## config.mk

```make
export PLATFORM = sky130hd
export DESIGN_NAME = otter_uart_tx_io
export DESIGN_NICKNAME = d
export VERILOG_FILES = /design/src/rtl/otter_io_pkg.sv /design/src/rtl/sync_fifo.sv /design/src/rtl/otter_uart_tx_io.sv
export SDC_FILE = /design/constraint.sdc
export NUM_CORES = 1
export LEC_CHECK = 0
export CAP_MARGIN = 20
export CORE_MARGIN = 5
export CORE_UTILIZATION = 30
export DETAILED_ROUTE_END_ITERATION = 8
export PLACE_DENSITY_LB_ADDON = 0.15
export SYNTH_ARGS = -nofsm -noshare
export SYNTH_HDL_FRONTEND = slang
export SYNTH_SLANG_ARGS = --single-unit
export TNS_END_PERCENT = 100
```

## constraint.sdc

```tcl
create_clock -name CLK -period 6.1 [get_ports CLK]
set_clock_uncertainty 0.1 [all_clocks]
set_input_delay 0.915 -clock CLK [delete_from_list [all_inputs] [get_ports CLK]]
set_output_delay 0.915 -clock CLK [all_outputs]
set_load 0.03 [all_outputs]
```

## src/rtl/otter_io_pkg.sv

```systemverilog
// ---------------------------------------------------------------------------
// otter_io_pkg
// Shared definitions for OTTER IOBUS peripherals:
//   - default register addresses of the UART transmitter
//   - bit positions inside the UART status word
//   - transmitter FSM state type
//   - helper that saturates a FIFO occupancy to the 4-bit COUNT field
// ---------------------------------------------------------------------------
package otter_io_pkg;

    localparam logic [31:0] TX_ADDR_DEF   = 32'h1100_00C0;
    localparam logic [31:0] STAT_ADDR_DEF = 32'h1100_00C4;

    localparam int ST_BUSY    = 0;
    localparam int ST_FULL    = 1;
    localparam int ST_EMPTY   = 2;
    localparam int ST_OVF     = 3;
    localparam int ST_CNT_LSB = 4;

    typedef enum logic [1:0] {
        IDLE  = 2'd0,
        START = 2'd1,
        DATA  = 2'd2,
        STOP  = 2'd3
    } uart_tx_state_t;

    // Occupancy above 15 cannot be represented in the 4-bit COUNT field,
    // so it is clamped rather than allowed to wrap.
    function automatic logic [3:0] sat_count4(input logic [31:0] c);
        return (c > 32'd15) ? 4'hF : c[3:0];
    endfunction

endpackage

```

## src/rtl/sync_fifo.sv

```systemverilog
// ---------------------------------------------------------------------------
// sync_fifo
// Single-clock FIFO with circular pointers carrying one extra wrap bit.
//   CLK   in   clock
//   RST   in   asynchronous active-high reset (empties the FIFO)
//   push  in   write request; din is stored if there is room
//   pop   in   read request; head is discarded if not empty
//   din   in   write data
//   dout  out  head of the FIFO (combinational, valid when !empty)
//   full  out  DEPTH entries held
//   empty out  no entries held
//   count out  number of entries held (0..DEPTH)
// A push while full is accepted only when a pop happens on the same edge,
// and a pop while empty is ignored so a simultaneous push still lands.
// ---------------------------------------------------------------------------
module sync_fifo #(
    parameter int WIDTH = 8,
    parameter int DEPTH = 8
) (
    input  logic                     CLK,
    input  logic                     RST,
    input  logic                     push,
    input  logic                     pop,
    input  logic [WIDTH-1:0]         din,
    output logic [WIDTH-1:0]         dout,
    output logic                     full,
    output logic                     empty,
    output logic [$clog2(DEPTH):0]   count
);

    localparam int AW = $clog2(DEPTH);

    logic [AW:0]      wr_ptr;
    logic [AW:0]      rd_ptr;
    logic [WIDTH-1:0] mem [DEPTH];
    logic             do_push;
    logic             do_pop;

    // Pointers differing only in the wrap bit means the writer has lapped
    // the reader exactly once.
    assign full    = (wr_ptr[AW] != rd_ptr[AW]) && (wr_ptr[AW-1:0] == rd_ptr[AW-1:0]);
    assign empty   = (wr_ptr == rd_ptr);
    assign count   = wr_ptr - rd_ptr;
    assign do_pop  = pop && !empty;
    assign do_push = push && (!full || do_pop);
    assign dout    = mem[rd_ptr[AW-1:0]];

    always_ff @(posedge CLK or posedge RST) begin
        if (RST) begin
            wr_ptr <= '0;
            rd_ptr <= '0;
        end else begin
            if (do_push) wr_ptr <= wr_ptr + 1'b1;
            if (do_pop)  rd_ptr <= rd_ptr + 1'b1;
        end
    end

    // Storage needs no reset: the pointers alone define what is valid.
    always_ff @(posedge CLK) begin
        if (do_push) mem[wr_ptr[AW-1:0]] <= din;
    end

endmodule

```

## src/rtl/otter_uart_tx_io.sv

```systemverilog
// ---------------------------------------------------------------------------
// otter_uart_tx_io
// IOBUS responder that queues bytes stored by the OTTER MCU and sends them
// 8N1, LSB first, on TX.
//   CLK        in   system clock
//   RST        in   asynchronous active-high reset
//   IOBUS_ADDR in   MCU load/store address
//   IOBUS_OUT  in   MCU store data (byte in [7:0]; bit 3 clears OVF at STAT)
//   IOBUS_WR   in   one-cycle store strobe
//   IO_RDATA   out  status word when IO_HIT, else 0
//   IO_HIT     out  IOBUS_ADDR matches the status register
//   TX         out  registered serial line, idle high
// Status word: [0] BUSY, [1] FULL, [2] EMPTY, [3] OVF, [7:4] COUNT (sat).
// ---------------------------------------------------------------------------
module otter_uart_tx_io
    import otter_io_pkg::*;
#(
    parameter int          CLK_RATE   = 50,
    parameter int          BAUD       = 115200,
    parameter logic [31:0] TX_ADDR    = TX_ADDR_DEF,
    parameter logic [31:0] STAT_ADDR  = STAT_ADDR_DEF,
    parameter int          FIFO_DEPTH = 8
) (
    input  logic        CLK,
    input  logic        RST,
    input  logic [31:0] IOBUS_ADDR,
    input  logic [31:0] IOBUS_OUT,
    input  logic        IOBUS_WR,
    output logic [31:0] IO_RDATA,
    output logic        IO_HIT,
    output logic        TX
);

    localparam int DIV = (CLK_RATE * 1_000_000 + BAUD / 2) / BAUD;
    localparam int BW  = (DIV > 1) ? $clog2(DIV) : 1;
    localparam int CW  = $clog2(FIFO_DEPTH) + 1;
    localparam logic [BW-1:0] BAUD_LAST = BW'(DIV - 1);

    uart_tx_state_t state;
    logic [BW-1:0]  baud_cnt;
    logic [2:0]     bit_idx;
    logic [7:0]     sr;
    logic           ovf;

    logic           tx_push;
    logic           stat_wr;
    logic           fifo_pop;
    logic [7:0]     fifo_dout;
    logic           fifo_full;
    logic           fifo_empty;
    logic [CW-1:0]  fifo_count;
    logic           ovf_set;
    logic           ovf_clr;
    logic [31:0]    status;
    logic           unused_bits;

    assign tx_push  = IOBUS_WR && (IOBUS_ADDR == TX_ADDR);
    assign stat_wr  = IOBUS_WR && (IOBUS_ADDR == STAT_ADDR);
    assign fifo_pop = (state == IDLE) && !fifo_empty;

    // A push into a full FIFO only loses data when no pop frees a slot on
    // the same edge.
    assign ovf_set  = tx_push && fifo_full && !fifo_pop;
    assign ovf_clr  = stat_wr && IOBUS_OUT[3];

    assign unused_bits = ^IOBUS_OUT[31:8];

    sync_fifo #(
        .WIDTH (8),
        .DEPTH (FIFO_DEPTH)
    ) u_fifo (
        .CLK   (CLK),
        .RST   (RST),
        .push  (tx_push),
        .pop   (fifo_pop),
        .din   (IOBUS_OUT[7:0]),
        .dout  (fifo_dout),
        .full  (fifo_full),
        .empty (fifo_empty),
        .count (fifo_count)
    );

    always_comb begin
        status                     = '0;
        status[ST_BUSY]            = (state != IDLE);
        status[ST_FULL]            = fifo_full;
        status[ST_EMPTY]           = fifo_empty;
        status[ST_OVF]             = ovf;
        status[ST_CNT_LSB +: 4]    = sat_count4(32'(fifo_count));
    end

    assign IO_HIT   = (IOBUS_ADDR == STAT_ADDR);
    assign IO_RDATA = IO_HIT ? status : 32'h0;

    // Set has priority so an overflow coincident with a clear is not lost.
    always_ff @(posedge CLK or posedge RST) begin
        if (RST) begin
            ovf <= 1'b0;
        end else if (ovf_set) begin
            ovf <= 1'b1;
        end else if (ovf_clr) begin
            ovf <= 1'b0;
        end
    end

    // TX is loaded with the level of the bit period being entered, so the
    // line changes exactly on the edge where the state changes.
    always_ff @(posedge CLK or posedge RST) begin
        if (RST) begin
            state    <= IDLE;
            baud_cnt <= '0;
            bit_idx  <= '0;
            sr       <= '0;
            TX       <= 1'b1;
        end else begin
            case (state)
                IDLE: begin
                    baud_cnt <= '0;
                    TX       <= 1'b1;
                    if (!fifo_empty) begin
                        sr      <= fifo_dout;
                        bit_idx <= '0;
                        state   <= START;
                        TX      <= 1'b0;
                    end
                end
                START: begin
                    if (baud_cnt == BAUD_LAST) begin
                        baud_cnt <= '0;
                        state    <= DATA;
                        TX       <= sr[0];
                    end else begin
                        baud_cnt <= baud_cnt + 1'b1;
                    end
                end
                DATA: begin
                    if (baud_cnt == BAUD_LAST) begin
                        baud_cnt <= '0;
                        sr       <= {1'b0, sr[7:1]};
                        bit_idx  <= bit_idx + 3'd1;
                        if (bit_idx == 3'd7) begin
                            state <= STOP;
                            TX    <= 1'b1;
                        end else begin
                            TX    <= sr[1];
                        end
                    end else begin
                        baud_cnt <= baud_cnt + 1'b1;
                    end
                end
                STOP: begin
                    TX <= 1'b1;
                    if (baud_cnt == BAUD_LAST) begin
                        baud_cnt <= '0;
                        state    <= IDLE;
                    end else begin
                        baud_cnt <= baud_cnt + 1'b1;
                    end
                end
                default: begin
                    state <= IDLE;
                    TX    <= 1'b1;
                end
            endcase
        end
    end

endmodule

```

==> results.toml <==
[power_and_ir_drop]
p_leak_nw = 2.06
power.internal_mw = 1.00
power.density_mw_per_mm2 = 229
netSwitchingPower_mw = 0.280
power_frac_clock_pct = 41.1
seqPwrFrac_pct = 54.2
total_power_mw = 1.28
ir_drop_mv = 0.183
pwr-share-comb_pct = 4.6
sw_frac_of_total_pct = 21.8

[clocking]
postCtsSetupRepairBufs = 0
cts.sinks = 96
numCtsBuffers = 9
holdBufCountCts = 0
cts_tree = "done"
cts_buffer_depth = 2
post_cts_resized = 0
cts_root_buf = "clkbuf_16"
clkLatencyLatePin_ns = 0.34
cts_max_level = 3
clk_pin_slew_ns = 0.07

[routing]
drtPass1Iterations = 4
wirelength_um = 9740
first_iter_violations = 118
wl_per_cell_um = 16.8
antenna_left = 0
avgViaCountPerCell = 4.66
vias = 2696
post-route-drc-count = 0

[timing]
setup_viol = 0
max_freq_mhz = 232
final_max_slew_viol_count = 0
setup_tns_ns = 0
timing.final.hold_violations = 0
timing.final.crit_share_pct = 70.6
rsz0062_at_grt = "no"
layout_setup_ws_ns = 1.79
slew_headroom_pct = 35.1
min_period_ns = 4.31
tightestPinTransition_ns = 0.968

[grt]
grtUsageMet2_pct = 18.9
track_usage_pct = 11.3
grt_max_degree = 33
grt_overflow = 0
grt_use_met1_pct = 14.5
antenna_found_initial = 0
top_usage_layer = "met2"
first_global_vias = 2767
grt_pass1_wl_um = 15500
grt_use_met3_pct = 2.93

[worst_setup_path]
start_kind = "primary input"
crit_arrival_ns = 3.29
path_max_fanout = 7
critPathMaxStageDelay_ns = 0.72
path_cells = "clkdlybuf4s50_1, nor4_1, and4_1, nand3_1, nor3_1, clkdlybuf4s50_1"
worstSetupPathType = "primary input to output port"
crit_path_top_delay_cell = "clkdlybuf4s50_1"
crit_buf_inv = 2
cp-end-kind = "output port"
critPathMostFrequentCell = "clkdlybuf4s50_1"
required_ns = 5.08
cp_top_family = "simple AND/OR/NAND/NOR gates"

[synth]
ys_seq_elements = 96
synthFlopType = "edfxtp_1"
postSynth.asyncResetShare_pct = 33.3
synth_top_cell_area_share_pct = 41.5
yosys_warnings = 0
syn_area_mm2 = 0.00463
yosys.cell_count.top_type = "edfxtp_1"
synth_cells = 327
yosysSeqAreaShare_pct = 58.9
syn_area_per_cell_um2 = 14.1
synth_edf_count = 64
synth.distinct_cells = 47
synth_area_leaders = "edfxtp_1, dfrtp_1, mux4_1, buf_4, ha_1"
synth_largest_area_cell = "edfxtp_1"
synth_common_cells = "edfxtp_1, dfrtp_1, buf_4"

[layout]
seq_area_mm2 = 0.00272
fin_nets = 468
area_delta_synth_final_pct = 20.9
diodes = 0
multiInputGateArea_mm2 = 0.00172
fillCellCount = 1454
drive_above_1_share_pct = 13.3

[placed_design]
port_buffers = 52
globalplace.congestion = 0.716
dpl_worst_slack_ns = 1.81
place_hpwl_um = 6760

[run_status]
outcome = "complete, no violations"

[floorplan]
design.die.area_mm2 = 0.0180
io_pins = 101
die-width_um = 134
die_height_um = 134
fp-row-count = 45
core_region_area_mm2 = 0.0151
start_util_pct = 30.5

[worst_hold_path]
hp-class = "register to register"

[job]
cap_violations = 0
==> sequential cells by signal (all words and copies together) (netlist names) <==
register	cells
baud_cnt	9
u_fifo.rd_ptr	4
ovf	1
sr	8
state	2
u_fifo.wr_ptr	4
TX	1
u_fifo.mem	64
bit_idx	3
==> path summary, 6_finish.rpt <==
kind	start	to	slack [ns]	cells past startpoint
worst max-delay path	IOBUS_ADDR[1]	IO_RDATA[7]	1.79	6
worst min register to register	baud_cnt[0]$_DFF_PP0_	baud_cnt[0]$_DFF_PP0_	0.42	1
worst min-delay path	baud_cnt[0]$_DFF_PP0_	baud_cnt[0]$_DFF_PP0_	0.42	1
worst max register to register	u_fifo.rd_ptr[2]$_DFFE_PP0P_	u_fifo.mem[1][0]$_DFFE_PP_	2.36	7
max in group asynchronous	RST	TX$_DFFE_PP1P_	4.68	3
min in group asynchronous	RST	sr[3]$_DFFE_PP0P_	0.88	3
==> power groups by stage <==
stage                     registers (mW)  logic (mW)  clock network, mW
after floorplan                    0.709      0.0364                  0
after global placement             0.709      0.0589                  0
after detailed placement           0.709      0.0596                  0
after CTS                          0.695      0.0599              0.549
after global routing               0.695      0.0640              0.576
final                              0.695      0.0595              0.527
==> metal layers <==
layer,vias up,routed length [um]
li1,1293,-
met1,1344,4320
met2,46,4920
met3,13,358
met4,0,142
met5,-,0
==> logic make-up (layout without fill, tap and decap cells) <==
group | after synthesis | in the layout | synth area share, %
AND/OR/NAND/NOR | 78 | 78 | 9.47
adder cells (fa/ha/maj) | 15 | 15 | 4.22
multiplexers | 36 | 36 | 13.2
flip-flops | 96 | 96 | 58.9
XOR/XNOR | 16 | 16 | 3.19
AO/OA/AOI/OAI | 35 | 35 | 4.25
other | 1 | 24 | 0.0810
buffers and inverters | 50 | 91 | 6.71
==> cell usage in the layout, fill, tap and decap left out, types with 6 or more instances in the layout <==
cell type	netlist	routed
nand2_1	8	8
dfrtp_1	31	31
o21ai_0	17	17
mux2i_1	9	9
xnor2_1	12	12
nor4_1	11	7
clkdlybuf4s50_1	0	52
conb_1	1	24
nand3_1	8	8
inv_1	15	15
buf_4	25	7
mux2_2	11	11
edfxtp_1	64	64
nor3_1	10	6
o21ai_1	6	6
clkbuf_16	0	9
nor2_1	19	19
mux4_1	10	10
mux4_2	6	6
ha_1	14	14
==> cell type report <==
| cell class | instances | share of cell area [%] |
|---|---|---|
| Multi-Input combinational cell | 204 | 30.8 |
| Clock inverter | 6 | 0.850 |
| Timing Repair Buffer | 59 | 10.2 |
| Sequential cell | 96 | 48.7 |
| Clock buffer | 10 | 4.09 |
| Tap cell | 188 | 4.21 |
| Inverter | 16 | 1.07 |
==> metrics by stage <==
stage          hold slack [ns]  cell area, um^2  utilization, %  std cells
3_5_place_dp             0.409             5320            35.1        563
4_1_cts                  0.424             5590            36.9        579
2_1_floorplan            0.374             4710               -        350
5_1_grt                  0.466             5590            36.9        579
6_report                 0.418             5590            36.9        579
3_3_place_gp             0.394             5320            35.1        563
Note: power is estimated with default switching activity, not from simulation.
